`src/rtl/alu_pkg.sv`:
```
// Shared definitions for the multi-cycle execute unit.
// Holds the 4-bit ALU operation codes (same values the ALU control decoder
// drives), the execute FSM state encoding and a small opcode helper.
package alu_pkg;

  localparam int ALU_CODE_W = 4;

  localparam logic [ALU_CODE_W-1:0] ALU_AND  = 4'b0000;
  localparam logic [ALU_CODE_W-1:0] ALU_OR   = 4'b0001;
  localparam logic [ALU_CODE_W-1:0] ALU_ADD  = 4'b0010;
  localparam logic [ALU_CODE_W-1:0] ALU_XOR  = 4'b0011;
  localparam logic [ALU_CODE_W-1:0] ALU_SLL  = 4'b0100;
  localparam logic [ALU_CODE_W-1:0] ALU_SRL  = 4'b0101;
  localparam logic [ALU_CODE_W-1:0] ALU_SUB  = 4'b0110;
  localparam logic [ALU_CODE_W-1:0] ALU_SLT  = 4'b0111;
  localparam logic [ALU_CODE_W-1:0] ALU_SRA  = 4'b1000;
  localparam logic [ALU_CODE_W-1:0] ALU_SLTU = 4'b1001;

  typedef enum logic [1:0] {
    ST_IDLE  = 2'b00,
    ST_SHIFT = 2'b01,
    ST_DONE  = 2'b10
  } state_t;

  // True for the three opcodes that are executed iteratively.
  function automatic logic is_shift_op(input logic [ALU_CODE_W-1:0] code);
    logic r;
    case (code)
      ALU_SLL, ALU_SRL, ALU_SRA: r = 1'b1;
      default:                   r = 1'b0;
    endcase
    return r;
  endfunction

endpackage

```
`src/rtl/alu_comb_unit.sv`:
```
// Single-cycle ALU datapath.
// Ports:
//   code    - 4-bit ALU operation code
//   a, b    - operands
//   res     - single-cycle result (shift codes return a unchanged; that is
//             the shamt = 0 answer, non-zero shifts are done iteratively)
//   illegal - code is not one of the defined operations
module alu_comb_unit
  import alu_pkg::*;
#(
  parameter int WIDTH = 32
) (
  input  logic [ALU_CODE_W-1:0] code,
  input  logic [WIDTH-1:0]      a,
  input  logic [WIDTH-1:0]      b,
  output logic [WIDTH-1:0]      res,
  output logic                  illegal
);

  logic lt_signed;
  logic lt_unsigned;

  assign lt_signed   = ($signed(a) < $signed(b));
  assign lt_unsigned = (a < b);

  // Operation select; undefined codes fall back to ADD and raise illegal.
  always_comb begin
    res     = a + b;
    illegal = 1'b0;
    case (code)
      ALU_AND:  res = a & b;
      ALU_OR:   res = a | b;
      ALU_ADD:  res = a + b;
      ALU_XOR:  res = a ^ b;
      ALU_SUB:  res = a - b;
      ALU_SLT:  res = {{(WIDTH-1){1'b0}}, lt_signed};
      ALU_SLTU: res = {{(WIDTH-1){1'b0}}, lt_unsigned};
      ALU_SLL, ALU_SRL, ALU_SRA: res = a;
      default: begin
        res     = a + b;
        illegal = 1'b1;
      end
    endcase
  end

endmodule

```
`src/rtl/seq_alu.sv`:
```
// Multi-cycle execute unit.
// One operation at a time via valid/ready; logic/arith/compare ops finish in
// one cycle, shifts run one bit per cycle. Result, zero and illegal_op are
// returned through a valid/ready output handshake.
// Ports:
//   clk, rst              - clock, synchronous active-high reset
//   in_valid / in_ready   - request handshake (in_ready = unit idle)
//   alu_control           - operation code
//   operand_a / operand_b - operands; operand_b[SHAMT_W-1:0] is the shamt
//   out_valid / out_ready - result handshake
//   result, zero          - registered result and its zero flag
//   illegal_op            - undefined opcode, registered with result
module seq_alu
  import alu_pkg::*;
#(
  parameter int WIDTH = 32
) (
  input  logic                  clk,
  input  logic                  rst,
  input  logic                  in_valid,
  output logic                  in_ready,
  input  logic [ALU_CODE_W-1:0] alu_control,
  input  logic [WIDTH-1:0]      operand_a,
  input  logic [WIDTH-1:0]      operand_b,
  output logic                  out_valid,
  input  logic                  out_ready,
  output logic [WIDTH-1:0]      result,
  output logic                  zero,
  output logic                  illegal_op
);

  localparam int SHAMT_W = $clog2(WIDTH);
  localparam logic [SHAMT_W-1:0] CNT_ONE = SHAMT_W'(1);

  state_t                state_r,  state_s;
  logic [WIDTH-1:0]      acc_r,    acc_s;
  logic [SHAMT_W-1:0]    cnt_r,    cnt_s;
  logic [ALU_CODE_W-1:0] op_r,     op_s;
  logic [WIDTH-1:0]      result_r, result_s;
  logic                  ill_r,    ill_s;

  logic [WIDTH-1:0]   comb_res_s;
  logic               comb_ill_s;
  logic [WIDTH-1:0]   step_s;
  logic [SHAMT_W-1:0] shamt_in_s;

  assign shamt_in_s = operand_b[SHAMT_W-1:0];

  alu_comb_unit #(.WIDTH(WIDTH)) u_comb (
    .code    (alu_control),
    .a       (operand_a),
    .b       (operand_b),
    .res     (comb_res_s),
    .illegal (comb_ill_s)
  );

  // One-bit shift of the accumulator according to the latched opcode.
  always_comb begin
    step_s = acc_r;
    case (op_r)
      ALU_SLL: step_s = {acc_r[WIDTH-2:0], 1'b0};
      ALU_SRL: step_s = {1'b0, acc_r[WIDTH-1:1]};
      ALU_SRA: step_s = {acc_r[WIDTH-1], acc_r[WIDTH-1:1]};
      default: step_s = acc_r;
    endcase
  end

  // Next-state and datapath update logic.
  always_comb begin
    state_s  = state_r;
    acc_s    = acc_r;
    cnt_s    = cnt_r;
    op_s     = op_r;
    result_s = result_r;
    ill_s    = ill_r;
    case (state_r)
      ST_IDLE: begin
        if (in_valid) begin
          if (is_shift_op(alu_control) && (shamt_in_s != '0)) begin
            acc_s   = operand_a;
            cnt_s   = shamt_in_s;
            op_s    = alu_control;
            state_s = ST_SHIFT;
          end else begin
            result_s = comb_res_s;
            ill_s    = comb_ill_s;
            state_s  = ST_DONE;
          end
        end else begin
          state_s = ST_IDLE;
        end
      end
      ST_SHIFT: begin
        acc_s = step_s;
        cnt_s = cnt_r - CNT_ONE;
        // The step taken with cnt = 1 is the last one; its value is the answer.
        if (cnt_r == CNT_ONE) begin
          result_s = step_s;
          ill_s    = 1'b0;
          state_s  = ST_DONE;
        end else begin
          state_s = ST_SHIFT;
        end
      end
      ST_DONE: begin
        if (out_ready) begin
          state_s = ST_IDLE;
        end else begin
          state_s = ST_DONE;
        end
      end
      default: state_s = ST_IDLE;
    endcase
  end

  // State and datapath registers with synchronous reset.
  always_ff @(posedge clk) begin
    if (rst) begin
      state_r  <= ST_IDLE;
      acc_r    <= '0;
      cnt_r    <= '0;
      op_r     <= '0;
      result_r <= '0;
      ill_r    <= 1'b0;
    end else begin
      state_r  <= state_s;
      acc_r    <= acc_s;
      cnt_r    <= cnt_s;
      op_r     <= op_s;
      result_r <= result_s;
      ill_r    <= ill_s;
    end
  end

  assign in_ready   = (state_r == ST_IDLE);
  assign out_valid  = (state_r == ST_DONE);
  assign result     = result_r;
  assign zero       = (result_r == '0);
  assign illegal_op = ill_r;

endmodule

```
`config.mk`:
```
export PLATFORM = sky130hd
export DESIGN_NAME = seq_alu
export DESIGN_NICKNAME = d
export VERILOG_FILES = /design/src/rtl/alu_pkg.sv /design/src/rtl/alu_comb_unit.sv /design/src/rtl/seq_alu.sv
export SDC_FILE = /design/constraint.sdc
export NUM_CORES = 1
export LEC_CHECK = 0
export CAP_MARGIN = 15
export CORE_UTILIZATION = 34
export CTS_CLUSTER_SIZE = 30
export DETAILED_ROUTE_END_ITERATION = 6
export GPL_TIMING_DRIVEN = 0
export PLACE_DENSITY = 0.59
export SETUP_SLACK_MARGIN = 0.4
export SKIP_LAST_GASP = 1
export SYNTH_ARGS = -nofsm -noshare
export SYNTH_HDL_FRONTEND = slang
export SYNTH_SLANG_ARGS = --single-unit
```
`constraint.sdc`:
```
create_clock -name clk -period 4.08 [get_ports clk]
set_input_delay 1.224 -clock clk [delete_from_list [all_inputs] [get_ports clk]]
set_output_delay 1.224 -clock clk [all_outputs]
set_load 0.01 [all_outputs]
```
# == Word level (Yosys, flattened, before mapping) ==
# Index checks and enable logic that the tools add are counted.
# word_totals
wordCells,69
out_inout_bits,36
ff_bits,76
# op_classes
mux,25
reduce_logical,11
eq_ne,19
bitwise,3
magnitude_cmp,2
addsub,3
# op_table
cell,n
$pmux W32 S7,1
$mux W32,5
$pmux W32 S2,2
$pmux W32 S3,1
$lt A32 B32 Y1,2
$add A32 B32 Y32,1
$and A32 B32 Y32,1
$logic_not A32 Y1,1
$or A32 B32 Y32,1
$sub A32 B32 Y32,1
$xor A32 B32 Y32,1
$eq A4 B3 Y1 const B,6
$eq A4 B4 Y1 const B,3
$mux W5,2
$pmux W5 S2,1
$reduce_or A10 Y1,1
$eq A4 B2 Y1 const B,2
$mux W2,4
$mux W1,7
$ne A2 B2 Y1 const B,3
$pmux W2 S3,1
$reduce_and A3 Y1,2
$eq A5 B1 Y1 const B,1
$reduce_bool A5 Y1,1
other kinds (12),12

# == Longest topological paths before layout ==
# Gate-level depths: netlist of the first run.
# depth
depth_word,9
mapped_depth,14
mapped_depth_nobuf,13

# == Hierarchy ==
# Synthesis of the first run repeated with hierarchy kept, for this count alone.
# unflattened
hier_cells,1343
area_unflattened_um2,9760.6
# by_module_without_submodules
module,n_inst,seq_area_each_um2,cells_each,area_each_um2
alu_comb_unit,1,0.0,820,5313.8
seq_alu,1,1521.5,523,4446.8

# == Least setup slack after synthesis of the first run ==
# OpenSTA, ideal clock, no wires.
# synth_path
kind,input to register
startpoint,in operand_a[0]
endpoint,"reg result_r[18], in the netlist result[18]"
setup_ns,0.058
arrival_time_ns,3.873
path_buffers,1
path_stages,14
slack_ns,0.149
path_cell_list,inv_1 > ha_1 > inv_1 > fa_1 > nor2b_1 > o311ai_4 > a211oi_1 > or3b_1 > buf_2 > o31a_1 > a21o_1 > o2111a_1 > nor4_1 > a21o_1
# synth_between
elab_chain_len,5
word_cells_on_any_way,6
classes_between,add/sub (2); mux (4)
# synth_rtl
item,line,source
start: declaration,seq_alu.sv:23,"input logic [WIDTH-1:0] operand_a,"
$add A32 B32 Y32 / $sub A32 B32 Y32 (equally long branches),-,
$pmux W32 S7 *,alu_comb_unit.sv:30,case (code)
$mux W32 *,seq_alu.sv:79,if (is_shift_op(alu_control) && (shamt_in_s != '0)) begin
$mux W32 *,seq_alu.sv:78,if (in_valid) begin
$pmux W32 S2 *,seq_alu.sv:76,case (state_r)
end signal: assignment,seq_alu.sv:130,result_r <= result_s;
end: declaration,seq_alu.sv:39,"logic [WIDTH-1:0] result_r, result_s;"
# Every way passes the cells marked *; elsewhere a longest branch is shown, timed or not. The select of a mux whose other input is x is not followed.
# A chain may end at the register's enable or synchronous reset.

# == Worst setup path after layout of the first run ==
# layout_path
startpoint,in operand_a[0]
endpoint,"reg result_r[0], in the netlist result[0]"
# layout_between
elab_chain_len,5
word_cells_on_any_way,11
classes_between,add/sub (2); order compare (2); mux (4); bitwise (3)
# layout_rtl
item,line
$add A32 B32 Y32 (tied with other cells),-
$pmux W32 S7 *,alu_comb_unit.sv:30
$mux W32 *,seq_alu.sv:79
$mux W32 *,seq_alu.sv:78
$pmux W32 S2 *,seq_alu.sv:76
# Marked as above.

==> results of run 1 <==
-- metrics by stage --
stage / hold slack (ns) / instance area [um^2] / instances / setup WS, ns / utilization (%)
final: 0.471 / 12400 / 1814 / 0.138 / 47.4
after detailed placement: 0.465 / 10600 / 1751 / -1.60 / 40.7
after global routing: 0.496 / 12400 / 1814 / 0.109 / 47.4
after CTS: 0.471 / 12000 / 1803 / 0.157 / 46.0
after floorplan: 0.440 / 9140 / 1309 / 0.183 / -
after global placement: 0.461 / 10600 / 1751 / -1.64 / 40.7
-- placed cells by master, fill, tap and decap left out, drive strengths merged, types with 18 or more instances in the layout --
master / count
nand2: 119
dfxtp: 76
o21ai: 82
a211oi: 34
a221oi: 32
ha: 98
dlygate4sd2: 18
nor4: 24
inv: 101
clkdlybuf4s50: 57
nor2: 123
clkbuf: 95
a21oi: 175
nor3: 27
buf: 85
o211ai: 30
-- logic make-up after synthesis --
logic type / count (synthesis) / synth area share (%)
DFF: 76 / 16.7
and+or+nand+nor: 390 / 20.2
muxes: 12 / 1.35
xor gates and xnor gates: 11 / 1.06
AOI/OAI and AO/OA: 521 / 38.3
adders and majority gates: 100 / 13.9
buffers and inverters: 199 / 8.42
-- routing by layer --
metal | up-vias | track usage, % | share of wire [%]
li1 | 5206 | - | -
met1 | 5490 | 43.4 | 42
met2 | 732 | 49.5 | 43
met3 | 118 | 6.97 | 11
met4 | 0 | 12.7 | 3.5
met5 | - | 0 | 0
-- sequential cells by signal, summed over array words and instances, names as in the netlist --
signal      cells
op_r            4
cnt_r           5
illegal_op      1
result         32
state_r         2
acc_r          32
-- power by group through the flow --
stage               Combinational [uW]  Clock (uW)  Sequential (uW)
global placement                  1280           0              876
finish                            1610         944              864
detailed placement                1290           0              876
global route                      1700         979              866
CTS                               1480         938              861
floorplan                          768           0              868
-- cell type report --
class | instances | area [um^2] | area share, %
Tap cell | 335 | 419 | 3.38
Inverter | 100 | 400 | 3.23
Sequential cell | 76 | 1520 | 12.3
Multi-Input combinational cell | 1034 | 7760 | 62.6
Clock buffer | 10 | 229 | 1.85
Clock inverter | 6 | 111 | 0.898
Buffer | 99 | 594 | 4.79
Timing Repair Buffer | 154 | 1360 | 11.0
-- path summary, 6_finish.rpt --
check,endpoint,slack (ns),depth (start not counted)
min reg2reg,result[6],0.47,2
max,result[0],0.14,15
max reg2reg,result[1],0.65,7
min,result[6],0.47,2
-- worst register-to-register path, stage by stage (launching register included) --
cell      delay, ns
dfxtp_1        0.43
nor2b_1        0.16
clkbuf_1       0.69
clkbuf_1       0.80
clkbuf_1       0.76
a21oi_1        0.08
a211oi_1       0.30
nor3_1         0.07
-- timing repair --
| item | CTS | global route |
|---|---|---|
| gates resized for setup | 354 | 115 |
| endpoints found under the hold margin | 0 | 0 |
| pin swaps | 62 | 40 |
| setup endpoints to repair | 75 | 64 |
| buffers inserted | 36 | 11 |
==> flow_summary.yaml, run 1 <==
timing:
  skew_ns: 0.00891
  tightest_slew_ns: 1.08
  rsz0062_at_grt: "true"
  slew_viol_final: 0
  fin_crit_sh_pct: 96.6
  slew_headroom_pct: 27.9
  finalHoldViolCount: 0
  setup_viol: 0
  max_freq_mhz: 254
  tns_ns: 0
  min_period_ns: 3.94
layout:
  area_growth_pct: 36.3
  fillers: 2639
  layout-drive-gt1-share_pct: 21.6
  diodes: 0
  nets: 1646
critical_path:
  slowest_delay_ns: 0.39
  crit_path_max_fanout: 4
  start_kind: "input port"
  crit_start: "operand_a[0]"
  crit_slowest_cell: "or3b_1"
  rr_startpoint: "state_r[0]"
  critPathKind: "in2reg"
  cp_num_buf_inv: 4
  cp-end-kind: "flip-flop"
  worstPathCellList: "buf_12 > inv_12 > ha_4 > inv_2 > fa_2 > nor2b_4 > o311ai_4 > a211oi_2 > or3b_1 > buf_6 > o31a_1 > a21oi_2 > o21bai_1 > a2111oi_2 > o31a_1"
  cpLargestDelayFamily: "compound AO/OA/AOI/OAI gates"
  arrival_ns: 4.24
  path_common_cell: "o31a_1"
  crit_required_ns: 4.37
floorplanning:
  ios: 108
  die-area_um2: 27400
  rows: 59
  start_util_pct: 34.8
  core_um2: 26100
  die_h_um: 166
  fp.dieW_um: 166
synth:
  ys_seq_area_share_pct: 16.7
  syn_inst: 1309
  synth_commonest_cells: "174 x a21oi_1, 123 x nor2_1, 119 x nand2_1, 99 x inv_1, 98 x ha_1"
  synth_cell_type_count: 84
  ys.flop_type: "dfxtp_1"
  synth_top_area_share_pct: 16.7
  yosys-top-cells-area: "dfxtp_1 17%, ha_1 13%, a21oi_1 9.6%"
  synth_top_area_cell: "dfxtp_1"
  netlist_area_um2: 9090
  synthArstFlopShare_pct: 0
  synth_edf_count: 0
  ys_warn_count: 0
  syn_nets: 1481
  synth-seq-cells: 76
  synth.avg_cell_area_um2: 6.95
  yosysMostFrequentCell: "a21oi_1"
global_route:
  grtUsageTotal_pct: 32.2
  grt_max_degree: 14
  grt_pass1_wl_um: 64900
  grt_pass1_vias: 10400
  gr-total-overflow: 0
  grt_antenna_before_repair: 0
routing:
  dr.first_iter.drc_count: 1385
  finalWirelength_um: 45200
  detail-route-antenna-nets: 0
  avgRoutedWirePerCell_um: 24.9
  first_pass_iters: 7
  drc: 10
  route.vias.total: 11500
  vias_per_cell: 6.36
clock_tree:
  htreeDepth: 3
  hold_buffers: 0
  cts_tree: "built"
  clockBufferDepth: 2
  numCtsBuffers: 9
  cts_root_buf: "clkbuf_16"
  clkSinkCount: 76
  clock_latency_ns: 0.35
  clk_pin_slew_worst_paths_ns: 0.06
power_and_ir_drop:
  p_int_uw: 2040
  pwr-share-seq_pct: 25.2
  power.density_nw_per_um2: 276
  finalPower_uw: 3420
  net-switching-power_uw: 1380
  pwr-share-clk_pct: 27.6
  peakVddDrop_mv: 0.193
  leakage_uw: 0.00487
  p_sw_share_pct: 40.4
  share_comb_of_total_power_pct: 47.2
worst_hold_path:
  min_path_type: "reg2reg"
  min_from: "result[6]"
placed_design:
  io_buffers: 107
  gp_congestion: 0.978
  hpwl_um: 34100
outcome:
  status: "finished, violations left"
  violations: "design-rule violations"
flow_run:
  cap_violations: 0
(Power assumes the default switching activity.)
==> run 2, diff against run 1 <==
- CORE_MARGIN: default -> 1
==> results of run 2 <==
Final layout, timing and power as in run 1 (identical DEF).
